$ cat config.mk
export PLATFORM = sky130hd
export DESIGN_NAME = uart_tx_sched
export DESIGN_NICKNAME = d
export VERILOG_FILES = /design/src/rtl/uart_pkg.sv /design/src/rtl/rr_arbiter.sv /design/src/rtl/uart_tx_sched.sv
export SDC_FILE = /design/constraint.sdc
export NUM_CORES = 1
export LEC_CHECK = 0
export BUFFER_PORTS_ARGS = -buffer_cell sky130_fd_sc_hd__buf_2
export CAP_MARGIN = 5
export CORE_MARGIN = 3
export CORE_UTILIZATION = 30
export DETAILED_ROUTE_END_ITERATION = 7
export GPL_TIMING_DRIVEN = 0
export PLACE_DENSITY = 0.47
export REMOVE_ABC_BUFFERS = 1
export SLEW_MARGIN = 10
export SYNTH_ARGS = -nofsm -noshare
export SYNTH_HDL_FRONTEND = slang
export SYNTH_SLANG_ARGS = --single-unit
$ cat constraint.sdc
create_clock -name clk -period 4.6 [get_ports clk]
set_input_delay 0.46 -clock clk [delete_from_list [all_inputs] [get_ports clk]]
set_output_delay 0.46 -clock clk [all_outputs]
set_load 0.01 [all_outputs]
$ cat src/rtl/uart_pkg.sv
// Shared types and constants for the scheduled UART transmitter.
// Holds the framing state encoding and the frame-length helper.
package uart_pkg;

    typedef enum logic [2:0] {
        ST_IDLE   = 3'd0,
        ST_LOAD   = 3'd1,
        ST_START  = 3'd2,
        ST_DATA   = 3'd3,
        ST_PARITY = 3'd4,
        ST_STOP   = 3'd5
    } state_t;

    localparam int DEF_DATA_W    = 8;
    localparam int DEF_STOP_BITS = 1;

    // Line time of one frame, in baud ticks.
    function automatic int frame_ticks(input int data_w, input int parity_en, input int stop_bits);
        return 1 + data_w + parity_en + stop_bits;
    endfunction

endpackage

$ cat src/rtl/rr_arbiter.sv
// Combinational round-robin picker: first asserted request after last_grant,
// wrapping modulo NUM_REQ.
module rr_arbiter #(
    parameter int NUM_REQ = 4
) (
    input  logic [NUM_REQ-1:0]         req,
    input  logic [$clog2(NUM_REQ)-1:0] last_grant,
    output logic [NUM_REQ-1:0]         grant,
    output logic [$clog2(NUM_REQ)-1:0] grant_idx,
    output logic                       any
);

    localparam int IDX_W = $clog2(NUM_REQ);

    logic [IDX_W-1:0] idx;

    always_comb begin
        grant     = '0;
        grant_idx = '0;
        any       = 1'b0;
        idx       = '0;
        for (int k = 1; k <= NUM_REQ; k++) begin
            idx = IDX_W'((int'(last_grant) + k) % NUM_REQ);
            if (!any && req[idx]) begin
                any        = 1'b1;
                grant[idx] = 1'b1;
                grant_idx  = idx;
            end
        end
    end

endmodule

$ cat src/rtl/uart_tx_sched.sv
// Round-robin shared UART transmitter: arbitrates byte requesters and
// serialises the winner's byte as start/data/parity/stop, paced by tx_enb.
module uart_tx_sched
    import uart_pkg::*;
#(
    parameter int NUM_REQ   = 4,
    parameter int DATA_W    = DEF_DATA_W,
    parameter int PARITY_EN = 0,
    parameter int STOP_BITS = DEF_STOP_BITS
) (
    input  logic                         clk,
    input  logic                         rst,
    input  logic                         tx_enb,
    input  logic [NUM_REQ-1:0]           req_valid,
    input  logic [NUM_REQ*DATA_W-1:0]    req_data,
    output logic [NUM_REQ-1:0]           req_ready,
    output logic                         tx,
    output logic                         busy,
    output logic [$clog2(NUM_REQ)-1:0]   grant_id,
    output logic                         done
);

    localparam int IDX_W = $clog2(NUM_REQ);
    localparam int CNT_W = $clog2(DATA_W);
    localparam logic [CNT_W-1:0] LAST_BIT  = CNT_W'(DATA_W - 1);
    localparam logic             LAST_STOP = 1'(STOP_BITS - 1);

    state_t             state;
    logic [CNT_W-1:0]   bit_cnt;
    logic               stop_cnt;
    logic [IDX_W-1:0]   last_grant;
    logic [DATA_W-1:0]  shift;
    logic               parity;

    logic [NUM_REQ-1:0] win_onehot;
    logic [IDX_W-1:0]   win_idx;
    logic               win_any;
    logic [DATA_W-1:0]  win_data;

    rr_arbiter #(
        .NUM_REQ (NUM_REQ)
    ) u_arb (
        .req        (req_valid),
        .last_grant (last_grant),
        .grant      (win_onehot),
        .grant_idx  (win_idx),
        .any        (win_any)
    );

    assign req_ready = (state == ST_IDLE) ? win_onehot : '0;

    always_comb begin
        win_data = '0;
        for (int i = 0; i < NUM_REQ; i++) begin
            if (win_onehot[i]) begin
                win_data = req_data[i*DATA_W +: DATA_W];
            end
        end
    end

    // Framing control; a baud tick arriving in the grant cycle is deliberately not consumed.
    always_ff @(posedge clk or posedge rst) begin
        if (rst) begin
            state      <= ST_IDLE;
            bit_cnt    <= '0;
            stop_cnt   <= 1'b0;
            last_grant <= IDX_W'(NUM_REQ - 1);
            grant_id   <= '0;
            tx         <= 1'b1;
            busy       <= 1'b0;
            done       <= 1'b0;
        end else begin
            done <= 1'b0;
            case (state)
                ST_IDLE: begin
                    if (win_any) begin
                        grant_id   <= win_idx;
                        last_grant <= win_idx;
                        busy       <= 1'b1;
                        state      <= ST_LOAD;
                    end
                end
                ST_LOAD: begin
                    if (tx_enb) begin
                        tx    <= 1'b0;
                        state <= ST_START;
                    end
                end
                ST_START: begin
                    if (tx_enb) begin
                        tx      <= shift[0];
                        bit_cnt <= '0;
                        state   <= ST_DATA;
                    end
                end
                ST_DATA: begin
                    if (tx_enb) begin
                        if (bit_cnt == LAST_BIT) begin
                            if (PARITY_EN != 0) begin
                                tx    <= parity;
                                state <= ST_PARITY;
                            end else begin
                                tx       <= 1'b1;
                                stop_cnt <= 1'b0;
                                state    <= ST_STOP;
                            end
                        end else begin
                            tx      <= shift[0];
                            bit_cnt <= bit_cnt + CNT_W'(1);
                        end
                    end
                end
                ST_PARITY: begin
                    if (tx_enb) begin
                        tx       <= 1'b1;
                        stop_cnt <= 1'b0;
                        state    <= ST_STOP;
                    end
                end
                ST_STOP: begin
                    if (tx_enb) begin
                        if (stop_cnt == LAST_STOP) begin
                            done  <= 1'b1;
                            busy  <= 1'b0;
                            state <= ST_IDLE;
                        end else begin
                            stop_cnt <= stop_cnt + 1'b1;
                        end
                    end
                end
                default: begin
                    busy  <= 1'b0;
                    state <= ST_IDLE;
                end
            endcase
        end
    end

    // Datapath: shift register consumed LSB-first; parity taken from the whole byte at latch time.
    always_ff @(posedge clk) begin
        if (state == ST_IDLE && win_any) begin
            shift  <= win_data;
            parity <= ^win_data;
        end else if (tx_enb && (state == ST_START || state == ST_DATA)) begin
            shift <= shift >> 1;
        end
    end

endmodule

[Word-level counts from Yosys, hierarchy flattened]
Index checks and enable logic that the tools add are counted.
Word-level totals
  register bits: 22
  bits of input ports: 39
  output and inout port bits: 9
  logic and storage cells: 133
Operators by class
  add/subtract/negate cells: 6
  magnitude comparators: 8
  eq/ne operators: 15
  muxes and demuxes: 66
  bitwise operators: 4
  reductions and logical operators: 25
Operator list (number)
  $mux 8: 6
  $mux 3: 11
  $mux 1: 27
  $mux 4: 5
  $ne 2x2->1 const B: 9
  $pmux 3 s6: 1
  $lt 2x3->1 const B: 4
  $or 4x4->4: 3
  $reduce_and 5->1: 2
  $eq 3x3->1 const B: 3
  $logic_and 1x1->1: 9
  $bmux 1 s2: 4
  $demux 1 s2: 4
  $ge 2x1->1 const B: 4
  $mux 2: 4
  $reduce_and 4->1: 2
  $reduce_and 8->1: 1
  $eq 3x2->1 const B: 2
  $pmux 1 s3: 2
  $pmux 3 s2: 1
  $add 2x1->2 const B: 2
  $add 2x2->2 const B: 2
  $pmux 1 s4: 1
  $reduce_bool 2->1: 2
  other kinds (11): 13

[Depth between registers and ports, before layout]
Gate-level depths: netlist (run 1).
  depth in word-level cells: 18
  mapped depth: 12

[Hierarchy]
From an unflattened synthesis (run 1), not the netlist that was laid out.
Second synthesis, totals
  cells, all modules: 201
  area, all modules: 1840.5 um^2
By module, submodules not included
  uart_tx_sched: times used 1, cells an instance 133, area an instance 1315.0 um^2
  rr_arbiter: times used 1, cells an instance 68, area an instance 525.5 um^2

[Worst setup path before layout (run 1)]
No wires, ideal clock.
  path type: reg-to-output
  from: register last_grant[1]
  to: output port req_ready[1]
  arrival time: 2.849 ns
  data required time: 4.140 ns
  slack: 1.291 ns
  stages on the path, launching flop included: 11
  path buffers: 3
  cells stage by stage: dfstp_2 -> buf_6 -> clkbuf_1 -> inv_1 -> ha_1 -> mux4_2 -> and2b_4 -> a22oi_4 -> and2_1 -> buf_4 -> a21oi_1
Between the ends
  longest elaborated chain between the ends: 14
  elaborated cells between the ends (all ways): 49
Ends and longest elaborated chain
  from (decl): RTL line uart_tx_sched.sv:31  | logic [IDX_W-1:0] last_grant;
  from (signal assigned): RTL line uart_tx_sched.sv:67  | last_grant <= IDX_W'(NUM_REQ - 1);
  from (signal assigned): RTL line uart_tx_sched.sv:78  | last_grant <= win_idx;
  parallel branches: the longest is 12 deep, another holds $lt 2x3->1
  $mux 4 *: RTL line rr_arbiter.sv:24  | if (!any && req[idx]) begin
  $mux 4 *: RTL line uart_tx_sched.sv:50  | assign req_ready = (state == ST_IDLE) ? win_onehot : '0;
  to (decl): RTL line uart_tx_sched.sv:16  | output logic [NUM_REQ-1:0] req_ready,
Mark *: on every way between the ends. The select of a mux whose other input is x is not followed.

[Worst setup path in the final report (run 1)]
  from: register last_grant[0]
  to: output port req_ready[2]
The elaborated chain is that of the path after synthesis.

==> qor.yml, run 1 <==
logic_synthesis:
  synth_edf_count: 8
  synth_flop_cell: "dfrtp_1"
  synth_cell_type_count: 57
  ys_ff_latch: 21
  syn_avg_cell_area_sq_um: 9.210
  ys_seq_area_share_pct: 28.62
  synth-compound-area-share_pct: 33.52
  synth_area_leaders: "dfrtp_1 13%, edfxtp_1 12%, ha_1 6.3%, a32oi_1 4.4%, dfstp_2 4.0%"
  synth_xor_xnor_area_share_pct: 0
  synth_top_family_by_area: "compound AO/OA/AOI/OAI gates"
  synth-adder-area-share_pct: 6.289
  syn-cell-area_sq_um: 1989
  synth.largest_area_cell: "dfrtp_1"
  synth-simple-area-share_pct: 20.75
  yosys_warnings: 0
  synth_top_cell_area_share_pct: 12.58
  synth_mux_area_share_pct: 3.333
  postSynthCellCount: 216
  synthArstFlopShare_pct: 61.90
sta:
  fmax_ghz: 0.2388
  setup_violations: 0
  hold_viol: 0
  fin_skew_ns: 0.006520
  setup_tns_ns: 0
  fin_crit_sh_pct: 91.02
  post-route-min-period_ns: 4.187
  maxSlewHeadroom_pct: 36.25
  tightest_slew_ns: 0.9539
  rsz0062_at_grt: "false"
  layout_setup_ws_ns: 0.4131
  drv_slew: 0
floorplanning:
  die_height_um: 87.44
  core_area_sq_um: 6386
  initial_utilization_pct: 31.15
  boundaryPins: 48
  num_rows: 29
  dieArea_sq_um: 7645
  die_x_um: 87.44
final_layout:
  nNetsFinal: 296
  multi_input_area_sq_um: 1279
  diodes: 0
  syn_to_final_growth_pct: 13.40
  n_fill_cell: 681
  regArea_sq_um: 569.3
  drive_above_1_share_pct: 28.05
critical_path:
  r2r_start: "last_grant[0]"
  crit_path_start: "last_grant[0]"
  cp_num_buf_inv: 2
  reg2reg_setup_slack_ns: 0.54
  worst-setup-path-type: "reg2out"
  max_stage_delay_ns: 0.79
  cp_data_arrival_time_ns: 3.73
  path_depth: 7
  cp-end-kind: "output pin"
  cp_cell_sequence: "inv_1 > ha_1 > mux4_2 > a22o_1 > a211oi_2 > nor2_1 > buf_2"
  ff2ff_path_depth: 7
  required_ns: 4.14
  crit_path_start_kind: "flip-flop"
  cp_slowest_cell: "dfstp_2"
  r2r-end: "shift[6]"
  worstPathMaxFanout: 21
  crit_family: "compound AO/OA/AOI/OAI gates"
  endpoint: "req_ready[2]"
clock_network:
  numClockSinks: 21
  cts_hold_buffers: 0
  h-tree-depth: 1
  post-cts-setup-buffers: 0
  cts_tree: "yes"
  cts_resized: 0
  cts_made_buffers: 3
  cts_buffer_depth: 2
  cts_root_buffer: "clkbuf_8"
  clk_pin_slew_ns: 0.08
  insertion_delay_ns: 0.27
route:
  wl_per_cell_um: 16.05
  drc_errors: 0
  wl_um: 5184
  postRouteAntennaNets: 0
  drt-initial-drc-count: 71
  dr.pass1.iters: 4
  via_count: 1758
  via_per_inst: 5.443
grt:
  overflow: 0
  antenna_found_initial: 0
  grt_start_max_net_pins: 30
  grtUsageTotal_pct: 13.53
  grt_pass1_wl_um: 8238
  grt_pass1_vias: 1660
placement:
  hpwlAfterDp_um: 3743
  io_buffers: 47
  gp_congestion: 0.7761
  place_ws_ns: 0.3999
min_path:
  min_path_type: "in2async"
job:
  cap_violations: 0
status:
  status: "complete, no violations"
power_and_ir_drop:
  ir_worst_vdd_uv: 217.1
  p_leak_nw: 0.9939
  power.density_nw_per_um2: 560.2
## where the power goes
group	switching (W)	internal, W
sequential	0.000105	0.000285
combinational	0.000439	0.000310
clock	0.0000646	0.0000605
## worst register-to-register path, delay by kind of cell (launching register included)
kind | cells | cell delay, ns
multiplexers | 1 | 0.63
flip-flops | 1 | 0.79
buffers and inverters | 1 | 0.22
AO/OA/AOI/OAI | 3 | 1.09
adder cells (fa/ha/maj) | 1 | 0.57
AND/OR/NAND/NOR | 1 | 0.49
## synth_stat cells, drive strengths merged (3+ instances only)
| cell type | instances |
|---|---|
| a211o | 3 |
| a211oi | 12 |
| a21o | 5 |
| a21oi | 10 |
| a221oi | 3 |
| a22o | 4 |
| a32oi | 10 |
| and2 | 13 |
| and3b | 3 |
| buf | 13 |
| clkbuf | 8 |
| dfrtp | 10 |
| dfstp | 3 |
| edfxtp | 8 |
| ha | 10 |
| inv | 8 |
| nand2 | 12 |
| nand2b | 9 |
| nor2 | 10 |
| nor3 | 4 |
| nor4 | 7 |
| o21ai | 10 |
| o31ai | 7 |
## registers in the layout, indices dropped and copies added, names as in the netlist
signal      cells
bit_cnt         3
tx              1
grant_id        2
state           3
busy            1
last_grant      2
shift           8
done            1
## worst min-delay path by stage
stage | startpoint | end | slack, ns | depth (start not counted)
floorplan | rst | bit_cnt[0] | 0.33 | 1
detailed placement | grant_id[1] | grant_id[1] | 0.48 | 1
global placement | grant_id[1] | grant_id[1] | 0.47 | 1
finish | rst | state[2] | 0.20 | 2
CTS | rst | state[2] | 0.23 | 2
global route | rst | state[2] | 0.24 | 2
## final cells by class
type	instances	area share [%]
Tap cell	77	4.271
Clock inverter	1	0.2219
Sequential cell	21	25.24
Inverter	8	1.331
Multi-Input combinational cell	166	56.68
Clock buffer	3	1.830
Timing Repair Buffer	47	10.43
## stage by stage
step	utilization [%]	area [sq um]	cells	hold slack, ns	total power, W
6_report	35.33	2256	323	0.1998	0.001264
4_1_cts	35.21	2248	323	0.2251	0.001264
3_5_place_dp	34.48	2202	319	0.4836	0.001134
5_1_grt	35.33	2256	323	0.2378	0.001380
2_1_floorplan	-	1871	195	0.3348	0.0009290
3_3_place_gp	34.48	2202	319	0.4745	0.001136
## logic make-up (layout without fill, tap and decap cells)
kind of cell,after synthesis,in the layout
AOI/OAI and AO/OA,81,81
adders and majority gates,10,10
buffers and inverters,29,59
DFF,21,21
muxes,4,4
and+or+nand+nor,71,71
## layer usage
layer	share of wire, %	vias up	global-route usage, %
met5	0	-	0
met4	0.93	0	2.929
met3	2.6	4	2.176
met2	49	22	22.26
met1	48	841	18.57
li1	-	891	-
## cell usage in the layout, fill, tap and decap left out, drive strengths merged, types with 2 or more instances in the layout
master  count
edfxtp      8
a211oi     12
nand3       2
clkbuf      3
and2       13
ha         10
nor2       10
nor3        4
buf        47
a22o        4
nand3b      2
and3b       3
o21a        2
a32oi      10
o21bai      2
nor4        7
o21ai      10
a21oi      10
dfstp       3
a21o        5
inv         8
dfrtp      10
a221oi      3
or3b        2
o31ai       7
a31oi       2
mux4        2
nand2      12
nor3b       2
nand2b      9
a211o       3
o32ai       2
Note: power is estimated with default switching activity, not from simulation.
==> run 2: changes to the inputs <==
--- a/config.mk
+++ b/config.mk
@@ -5,12 +5,14 @@
 export SDC_FILE = /design/constraint.sdc
 export NUM_CORES = 1
 export LEC_CHECK = 0
+export ABC_AREA = 1
 export BUFFER_PORTS_ARGS = -buffer_cell sky130_fd_sc_hd__buf_2
 export CAP_MARGIN = 5
-export CORE_MARGIN = 3
+export CORE_MARGIN = 2
 export CORE_UTILIZATION = 30
 export DETAILED_ROUTE_END_ITERATION = 7
 export GPL_TIMING_DRIVEN = 0
+export HOLD_SLACK_MARGIN = 0.08
 export PLACE_DENSITY = 0.47
 export REMOVE_ABC_BUFFERS = 1
 export SLEW_MARGIN = 10
==> qor.yml, run 2 <==
status:
  status: "complete, no violations"  # unchanged
floorplanning:
  core_area_sq_um: 5921  # was 6386 sq um
  num_rows: 28  # was 29
  boundaryPins: 48  # unchanged
  dieArea_sq_um: 6764  # was 7645 sq um
  die_x_um: 82.25  # was 87.44 um
  die_height_um: 82.25  # was 87.44 um
  initial_utilization_pct: 31.02  # was 31.15%
clock_network:
  h-tree-depth: 1  # unchanged
  cts_made_buffers: 3  # unchanged
  insertion_delay_ns: 0.26  # was 0.27 ns
  cts_tree: "yes"  # unchanged
  clk_pin_slew_ns: 0.08  # about the same
  cts_hold_buffers: 0  # unchanged
  cts_resized: 0  # unchanged
  numClockSinks: 21  # unchanged
  post-cts-setup-buffers: 0  # unchanged
  cts_root_buffer: "clkbuf_8"  # unchanged
  cts_buffer_depth: 2  # unchanged
logic_synthesis:
  synth_top_cell_area_share_pct: 20.64  # was 12.58%
  ys_ff_latch: 21  # unchanged
  ys_seq_area_share_pct: 30.99  # was 28.62%
  synth.most_common_cell: "nand2_1"  # was and2_1
  yosys_warnings: 0  # unchanged
  synth_flop_cell: "dfrtp_1"  # unchanged
  synth.largest_area_cell: "nand2_1"  # was dfrtp_1
  synth_edf_count: 8  # unchanged
  synthArstFlopShare_pct: 61.90  # unchanged
  synth_common_cells: "101 x nand2_1, 37 x inv_1, 19 x a21oi_1"  # was 12 x and2_1, 11 x nand2_1
  syn-cell-area_sq_um: 1837  # was 1989 sq um
  synth_area_leaders: "nand2_1 21%, dfrtp_1 14%, edfxtp_1 13%, inv_1 7.6%, ha_1 6.8%"  # was dfrtp_1 13%, edfxtp_1 12%, ha_1 6.3%, a32oi_1 4.4%, dfstp_2 4.0%
  syn_avg_cell_area_sq_um: 6.957  # was 9.210 sq um
  synth_cell_type_count: 32  # was 57
  postSynthCellCount: 264  # was 216
final_layout:
  largestRegisters: "shift: 8 flops, bit_cnt: 3 flops, state: 3 flops"  # unchanged
  nNetsFinal: 361  # was 296
  finish.utilization_pct: 36.71  # was 35.33%
  regMostFlops: "shift"  # unchanged
  diodes: 0  # unchanged
  final_cell_mix: "101 x nand2_1, 47 x buf_2, 37 x inv_1"  # was 47 x buf_2, 12 x and2_1, 11 x nand2_1
  syn_to_final_growth_pct: 18.32  # was 13.40%
  largest_register_ffs: 8  # unchanged
  mostFrequentLayoutCell: "nand2_1"  # was buf_2
  drive_above_1_share_pct: 27.97  # was 28.05%
route:
  drt-initial-drc-count: 109  # was 71
  wl_per_cell_um: 11.48  # was 16.05 um
  wl_um: 4432  # was 5184 um
  postRouteAntennaNets: 0  # unchanged
  drc_errors: 0  # unchanged
  via_count: 1764  # was 1758
  via_per_inst: 4.570  # was 5.443
  dr.pass1.iters: 4  # unchanged
power_and_ir_drop:
  p_comb_share_pct: 71.6  # was 59.2%
  p_leak_nw: 1.199  # was 0.9939 nW
  p_int_w: 0.0008336  # was 0.0006553 W
  p_sw_w: 0.001010  # was 0.0006084 W
  ir_worst_vdd_uv: 332.8  # was 217.1 uV
  clock_power_share_pct: 6.6  # was 9.9%
  pwr-share-seq_pct: 21.8  # was 30.9%
  power.density_nw_per_um2: 848.4  # was 560.2 nW/um^2
  netSwitchingFraction_pct: 54.79  # was 48.15%
min_path:
  min_path_type: "in2async"  # unchanged
sta:
  tightest_slew_ns: 0.7961  # was 0.9539 ns
  fin_skew_ns: 0.007979  # was 0.006520 ns
  drv_slew: 0  # unchanged
  setup_violations: 0  # unchanged
  hold_viol: 0  # unchanged
  fin_crit_sh_pct: 69.72  # was 91.02%
  post-route-min-period_ns: 3.207  # was 4.187 ns
  maxSlewHeadroom_pct: 46.80  # was 36.25%
  fmax_ghz: 0.3118  # was 0.2388 GHz
  setup_tns_ns: 0  # unchanged
  rsz0062_at_grt: "false"  # unchanged
critical_path:
  worstPathMaxFanout: 17  # was 21
  crit_path_start_kind: "flip-flop"  # unchanged
  worst-setup-path-type: "reg2out"  # unchanged
  cp_data_arrival_time_ns: 2.75  # was 3.73 ns
  cp-end-kind: "output pin"  # unchanged
  required_ns: 4.14  # about the same
  reg2reg_setup_slack_ns: 1.66  # was 0.54 ns
placement:
  io_buffers: 47  # unchanged
  hpwlAfterDp_um: 3472  # was 3743 um
  gp_congestion: 0.8233  # was 0.7761
grt:
  grtUsageTotal_pct: 13.87  # was 13.53%
  grt_start_max_net_pins: 21  # was 30
  grt_pass1_wl_um: 7355  # was 8238 um
  grt_pass1_vias: 1620  # was 1660
  antenna_found_initial: 0  # unchanged
  overflow: 0  # unchanged
job:
  cap_violations: 0  # unchanged
run 2: final timing paths:
| check | startpoint | to | cells after the start |
|---|---|---|---|
| hold / removal | rst | state[2] | 2 |
| setup reg to reg | last_grant[0] | shift[3] | 9 |
| max in group asynchronous | rst | last_grant[1] | 2 |
| hold reg to reg | grant_id[0] | grant_id[0] | 2 |
| setup / recovery | last_grant[1] | req_ready[3] | 11 |
| min in group clk | grant_id[0] | grant_id[0] | 2 |
run 2: layout make-up:
cell class / instances / area (sq um)
clock inverters: 1 / 5.005
flip-flops and latches: 21 / 569.3
inverters: 40 / 152.6
repair buffers: 47 / 235.2
clock buffers: 3 / 41.29
multi-input cells: 199 / 1076
well taps: 75 / 93.84
fillers: 650 / 3747
run 2: cell families (layout without fill, tap and decap cells):
| logic type | count (synthesis) | after routing | synth area share [%] |
|---|---|---|---|
| simple gates | 144 | 144 | 35.97 |
| compound gates | 45 | 45 | 15.80 |
| buf+inv | 44 | 91 | 10.42 |
| flops | 21 | 21 | 30.99 |
| fa+ha+maj | 10 | 10 | 6.812 |
run 2: per-layer routing:
metal | share of wire, % | GRT usage, % | wire length, um | vias to the layer above
met1 | 50 | 20.11 | 2203 | 793
met3 | 2.9 | 1.522 | 129 | 4
met5 | 0 | 0 | 0 | -
met4 | 0.99 | 3.500 | 44 | 0
li1 | - | - | - | 940
met2 | 46 | 21.85 | 2055 | 27
run 2: critical path, cell delays in order (launching register included):
cell and delay, ns:
dfstp_2 0.63, inv_1 0.20, ha_1 0.37, inv_1 0.12, nand2_2 0.09, nand2_4 0.12, nor2_4 0.07, a22oi_2 0.13
nand3_2 0.37, nand2_1 0.20, inv_1 0.05, buf_2 0.13
run 2: power groups by stage:
| stage | clock [W] | sequential, W | combinational (W) |
|---|---|---|---|
| floorplan | 0 | 0.000398 | 0.00102 |
| global placement | 0 | 0.000406 | 0.00133 |
| detailed placement | 0 | 0.000408 | 0.00133 |
| CTS | 0.000126 | 0.000405 | 0.00133 |
| global route | 0.000134 | 0.000415 | 0.00154 |
| finish | 0.000121 | 0.000403 | 0.00132 |
run 2: through the flow:
stage	hold WS, ns	area, sq um	total power [W]	cells	worst slack [ns]
after CTS	0.2332	2173	0.001862	386	1.350
after global routing	0.2659	2173	0.002089	386	1.157
final	0.2095	2173	0.001844	386	1.393
after detailed placement	0.4744	2127	0.001734	382	1.361
after floorplan	0.3348	1798	0.001421	260	2.111
after global placement	0.4730	2127	0.001733	382	1.340
